[config.mk]
export PLATFORM = sky130hd
export DESIGN_NAME = seg7_axil_writer
export DESIGN_NICKNAME = d
export VERILOG_FILES = /design/src/rtl/seg7_pkg.sv /design/src/rtl/seg7_axil_wr_beat.sv /design/src/rtl/seg7_axil_writer.sv
export SDC_FILE = /design/constraint.sdc
export NUM_CORES = 1
export LEC_CHECK = 0
export CORE_AREA = 8 8 79 81
export CTS_CLUSTER_DIAMETER = 150
export DETAILED_ROUTE_END_ITERATION = 10
export DIE_AREA = 0 0 87 89
export PLACE_DENSITY_LB_ADDON = 0.15
export SETUP_SLACK_MARGIN = 0.4
export SLEW_MARGIN = 20
export SYNTH_ARGS = -nofsm -noshare
export SYNTH_HDL_FRONTEND = slang
export SYNTH_SLANG_ARGS = --single-unit
[constraint.sdc]
create_clock -name ACLK -period 2.7 [get_ports ACLK]
set_input_delay 0.675 -clock ACLK [delete_from_list [all_inputs] [get_ports ACLK]]
set_output_delay 0.675 -clock ACLK [all_outputs]
set_load 0.02 [all_outputs]
[src/rtl/seg7_pkg.sv]
// Constants and types shared by the 7-segment register writer and the 7-segment peripheral.
package seg7_pkg;
  localparam int         NUM_DIGITS   = 6;
  localparam int         DIGIT_STRIDE = 4;
  localparam logic [1:0] RESP_OKAY    = 2'b00;
  localparam int         DIGIT_BITS   = 4;
  localparam int         IDX_W        = $clog2(NUM_DIGITS);

  typedef logic [DIGIT_BITS-1:0] digit_t;
  typedef logic [IDX_W-1:0]      idx_t;

  typedef enum logic [1:0] {
    ST_IDLE,
    ST_ISSUE,
    ST_RESP,
    ST_DONE
  } wr_state_e;
endpackage

[src/rtl/seg7_axil_wr_beat.sv]
// Single AXI4-Lite write beat: AW/W pending flags set by start_i, each cleared on its own handshake.
// BREADY follows resp_en_i; the response handshake and its error status are reported combinationally.
module seg7_axil_wr_beat
  import seg7_pkg::*;
(
  input  logic       clk_i,
  input  logic       rst_ni,
  input  logic       start_i,
  input  logic       issue_en_i,
  input  logic       resp_en_i,
  input  logic       awready_i,
  input  logic       wready_i,
  input  logic       bvalid_i,
  input  logic [1:0] bresp_i,
  output logic       awvalid_o,
  output logic       wvalid_o,
  output logic       bready_o,
  output logic       issue_done_o,
  output logic       b_hs_o,
  output logic       b_err_o
);

  logic aw_pend_q, aw_pend_d;
  logic w_pend_q, w_pend_d;

  // Flags may be left set after a skipped digit; issue_en_i keeps them off the bus.
  assign awvalid_o    = aw_pend_q & issue_en_i;
  assign wvalid_o     = w_pend_q & issue_en_i;
  assign bready_o     = resp_en_i;
  assign issue_done_o = (~awvalid_o | awready_i) & (~wvalid_o | wready_i);
  assign b_hs_o       = resp_en_i & bvalid_i;
  assign b_err_o      = b_hs_o & (bresp_i != RESP_OKAY);

  always_comb begin
    aw_pend_d = aw_pend_q;
    w_pend_d  = w_pend_q;
    if (start_i) begin
      aw_pend_d = 1'b1;
      w_pend_d  = 1'b1;
    end else begin
      if (awvalid_o && awready_i) aw_pend_d = 1'b0;
      if (wvalid_o && wready_i)   w_pend_d  = 1'b0;
    end
  end

  always_ff @(posedge clk_i or negedge rst_ni) begin
    if (!rst_ni) begin
      aw_pend_q <= 1'b0;
      w_pend_q  <= 1'b0;
    end else begin
      aw_pend_q <= aw_pend_d;
      w_pend_q  <= w_pend_d;
    end
  end

endmodule

[src/rtl/seg7_axil_writer.sv]
// AXI4-Lite master writing a 24-bit hex value as six digit registers at BASE_ADDR + 4*i.
// SEG7_WRITER_SKIP_UNCHANGED_EN: skip digits whose shadow copy already matches the new value.
module seg7_axil_writer
  import seg7_pkg::*;
#(
  parameter int                    ADDR_WIDTH = 32,
  parameter logic [ADDR_WIDTH-1:0] BASE_ADDR  = '0
) (
  input  logic                           ACLK,
  input  logic                           ARESETn,
  input  logic [NUM_DIGITS*DIGIT_BITS-1:0] in_value,
  input  logic                           in_valid,
  output logic                           in_ready,
  output logic                           done,
  output logic                           err,
  output logic [ADDR_WIDTH-1:0]          AWADDR,
  output logic [2:0]                     AWPROT,
  output logic                           AWVALID,
  input  logic                           AWREADY,
  output logic [31:0]                    WDATA,
  output logic [3:0]                     WSTRB,
  output logic                           WVALID,
  input  logic                           WREADY,
  input  logic [1:0]                     BRESP,
  input  logic                           BVALID,
  output logic                           BREADY
);

  wr_state_e                       state_q, state_d;
  idx_t                            idx_q, idx_d;
  logic [NUM_DIGITS*DIGIT_BITS-1:0] value_q, value_d;
  logic                            err_q, err_d;
  logic                            start, skip, last;
  logic                            issue_done, b_hs, b_err;
  digit_t                          cur_digit;

  assign cur_digit = value_q[int'(idx_q)*DIGIT_BITS +: DIGIT_BITS];
  assign last      = (idx_q == idx_t'(NUM_DIGITS - 1));

`ifdef SEG7_WRITER_SKIP_UNCHANGED_EN
  digit_t                shadow_q [NUM_DIGITS];
  logic [NUM_DIGITS-1:0] shadow_vld_q;

  assign skip = (state_q == ST_ISSUE) && shadow_vld_q[idx_q] && (shadow_q[idx_q] == cur_digit);

  // Only an OKAY response proves the peripheral now holds this digit.
  always_ff @(posedge ACLK or negedge ARESETn) begin
    if (!ARESETn) begin
      shadow_vld_q <= '0;
      for (int i = 0; i < NUM_DIGITS; i++) shadow_q[i] <= '0;
    end else if (b_hs && !b_err) begin
      shadow_vld_q[idx_q] <= 1'b1;
      shadow_q[idx_q]     <= cur_digit;
    end
  end
`else
  assign skip = 1'b0;
`endif

  seg7_axil_wr_beat u_beat (
    .clk_i        (ACLK),
    .rst_ni       (ARESETn),
    .start_i      (start),
    .issue_en_i   ((state_q == ST_ISSUE) && !skip),
    .resp_en_i    (state_q == ST_RESP),
    .awready_i    (AWREADY),
    .wready_i     (WREADY),
    .bvalid_i     (BVALID),
    .bresp_i      (BRESP),
    .awvalid_o    (AWVALID),
    .wvalid_o     (WVALID),
    .bready_o     (BREADY),
    .issue_done_o (issue_done),
    .b_hs_o       (b_hs),
    .b_err_o      (b_err)
  );

  always_comb begin
    state_d = state_q;
    idx_d   = idx_q;
    value_d = value_q;
    err_d   = err_q;
    start   = 1'b0;
    case (state_q)
      ST_IDLE: begin
        if (in_valid) begin
          value_d = in_value;
          err_d   = 1'b0;
          idx_d   = '0;
          start   = 1'b1;
          state_d = ST_ISSUE;
        end
      end
      ST_ISSUE: begin
        if (skip) begin
          if (last) begin
            state_d = ST_DONE;
          end else begin
            idx_d = idx_q + idx_t'(1);
            start = 1'b1;
          end
        end else if (issue_done) begin
          state_d = ST_RESP;
        end
      end
      ST_RESP: begin
        if (b_hs) begin
          if (b_err) err_d = 1'b1;
          if (last) begin
            state_d = ST_DONE;
          end else begin
            idx_d   = idx_q + idx_t'(1);
            start   = 1'b1;
            state_d = ST_ISSUE;
          end
        end
      end
      ST_DONE: state_d = ST_IDLE;
      default: state_d = ST_IDLE;
    endcase
  end

  always_ff @(posedge ACLK or negedge ARESETn) begin
    if (!ARESETn) begin
      state_q <= ST_IDLE;
      idx_q   <= '0;
      value_q <= '0;
      err_q   <= 1'b0;
    end else begin
      state_q <= state_d;
      idx_q   <= idx_d;
      value_q <= value_d;
      err_q   <= err_d;
    end
  end

  assign in_ready = (state_q == ST_IDLE);
  assign done     = (state_q == ST_DONE);
  assign err      = err_q;
  assign AWADDR   = BASE_ADDR + ADDR_WIDTH'(idx_q) * ADDR_WIDTH'(DIGIT_STRIDE);
  assign AWPROT   = 3'b000;
  assign WDATA    = {{(32-DIGIT_BITS){1'b0}}, cur_digit};
  assign WSTRB    = 4'hF;

endmodule

==> results.cfg <==
[sta]
maxSlewViolCount = 0
min_period_ns = 2.23
hold_violations = 0
rsz0062_at_grt = false
setup-tns-final_ns = 0
final.setup_skew_ns = 0.00479
whs_ns = 0.510
finalCritPeriodShare = 0.825
layout_setup_ws_ns = 0.474
fmaxAchievable_ghz = 0.449
setup-violations-final = 0

[layout]
nets = 277
area_delta_synth_final_pct = 19.4
nFillCells = 516
n_antenna_cell = 0
final_layout_size_suffix_gt1_frac = 0.201

[clock_network]
cts_hold_buf = 0
root_buffer = clkbuf_8
insertion_delay_ns = 0.28
htree_levels = 2
cts_sinks = 32
cts_made_buffers = 5
clockBufferDepth = 2
cts_tree = done
clkSlewWorstSetupHoldPaths_ns = 0.07

[synthesis]
ys.flop_type = dfrtp_1
synth-seq-cells = 32
synth_warnings = 0
synthTopCellsByArea = dfrtp_1 (39%), buf_4 (24%), mux2_2 (13%)
yosysSeqAreaShare = 0.387
avgSynthCellArea_um2 = 10.8
synth.distinct_cells = 30
synthesis.area_um2 = 2070
yosysTopAreaCell = dfrtp_1
async_reset_ff_frac = 1.00
netlist_instances = 192
synth-edff-count = 0
synth_top_area_frac = 0.387

[worst_setup_path]
worstReg2RegEnd = value_q[18]
r2r_setup_slack_ns = 1.07
cp-start-kind = register
path_max_fanout = 9
cp.required_ns = 2.03
worstPathArrival_ns = 1.55
end_kind = primary output
critPathCapture = AWADDR[3]
reg2reg_depth = 4
setup.worst_path.start = idx_q[1]
timing.rr.start = state_q[0]
critPathKind = register to primary output

[route]
routed-via-count = 1317
drt_pre_antenna_iters = 2
drtAntennaViolNets = 0
routed_wl_um = 4250
drc = 0
wl_per_cell_um = 13.5
vias_per_cell = 4.19
drt_iter0_drc = 46

[global_routing]
grt-ovfl-total = 0
antenna_found_initial = 0
grt_pass1_wl_um = 6680
grt_max_degree = 33
grt_pass1_vias = 1390
grtUsageTotal = 0.109

[pwr]
p_per_area_nw_per_um2 = 1030
p_leak_uw = 0.00113
ir_drop_v = 0.000410

[place]
pre_cts_ws_ns = 0.205
dp_hpwl_um = 3340
numPortBuffers = 44
gp_congestion = 0.692

[floorplanning]
die_y_um = 89
initial_core_util = 0.415
io_pins = 109
rows = 26
die_x_um = 87
dieArea_um2 = 7740
core_area_um2 = 4980

[job]
maxCapViolations = 0

[run_status]
status = complete, no violations

[hold_path]
holdCritPathClass = register to register
==> layout by cell type, fill, tap and decap left out, types with 3 or more instances in the layout <==
| master | n |
|---|---|
| clkbuf_8 | 6 |
| or4_1 | 3 |
| dlygate4sd2_1 | 3 |
| clkdlybuf4s50_1 | 37 |
| o221ai_1 | 6 |
| or3_1 | 4 |
| nand2_1 | 3 |
| o21ai_0 | 4 |
| conb_1 | 64 |
| mux2_2 | 23 |
| buf_2 | 3 |
| buf_4 | 6 |
| dfrtp_1 | 29 |
| dfrtp_2 | 3 |
| mux2i_1 | 12 |
| and2_1 | 4 |
| inv_1 | 6 |
| nor2b_1 | 3 |
==> state kept, by name, summed over array words and instances (netlist names) <==
register / cells
u_beat.w_pend_q: 1
state_q: 2
u_beat.aw_pend_q: 1
value_q: 24
idx_q: 3
err: 1
==> timing repair <==
| action | in CTS | in global routing |
|---|---|---|
| setup buffers | 2 | 1 |
| gates resized for setup | 20 | 6 |
| endpoints found under the setup margin | 10 | 5 |
==> metrics by stage <==
step                      instances   util  cell area (µm²)  power (µW)
after CTS                       313  0.496             2470        2600
final                           314  0.496             2470        2550
after floorplan                 254      -             2300        1810
after global routing            314  0.496             2470        2760
after global placement          303  0.473             2350        2200
after detailed placement        303  0.473             2350        2210
==> logic make-up after synthesis <==
group | Yosys count | synth area share
buf+inv | 76 | 0.265
mux | 36 | 0.189
flops | 32 | 0.387
simple gates | 26 | 0.0781
compound gates | 18 | 0.0654
fa+ha+maj | 2 | 0.0121
other cells | 2 | 0.00363
==> worst min-delay path by stage <==
| stage | from | end | slack, ns | cells past startpoint |
|---|---|---|---|---|
| 2_1_floorplan | ARESETn | err | 0.38 | 0 |
| 4_1_cts | value_q[5] | value_q[5] | 0.51 | 1 |
| 3_3_place_gp | value_q[19] | value_q[19] | 0.50 | 1 |
| 6_report | value_q[19] | value_q[19] | 0.51 | 1 |
| 5_1_grt | value_q[4] | value_q[4] | 0.53 | 1 |
| 3_5_place_dp | value_q[5] | value_q[5] | 0.50 | 1 |
==> cell type report <==
cell class                      count  area, µm²  share of cell area
Clock buffer                        6       82.6              0.0335
Clock inverter                      2       15.0             0.00608
Inverter                            6       22.5             0.00912
Multi-Input combinational cell    146        955               0.387
Sequential cell                    32        805               0.326
Tap cell                           70       87.6              0.0355
Timing Repair Buffer               52        502               0.203
==> per-layer routing <==
layer  global-route usage  share of wire  up-vias
met3               0.0506           0.13        4
met1                0.125           0.39      624
met4               0.0376         0.0056        0
met5                    0              0        -
li1                     -              -      624
met2                0.176           0.47       65
==> power by group <==
part / internal, µW / total, µW / switching, µW
sequential: 724 / 921 / 197
clock: 206 / 385 / 179
combinational: 639 / 1250 / 607
==> synth_stat cells (3+ instances only) <==
master and instances:
buf_4 65, dfrtp_1 32, mux2_2 23, mux2i_1 12
inv_1 6, o221ai_1 6, and2_1 4, nor2b_1 4
o21ai_0 4, or3_1 4, nand2_1 3, or4_1 3
==> critical path, stage by stage (launching register included) <==
cell and delay [ns]:
dfrtp_2 0.49, buf_4 0.16, clkdlybuf4s50_1 0.62
Power figures use the tool's default switching activity.
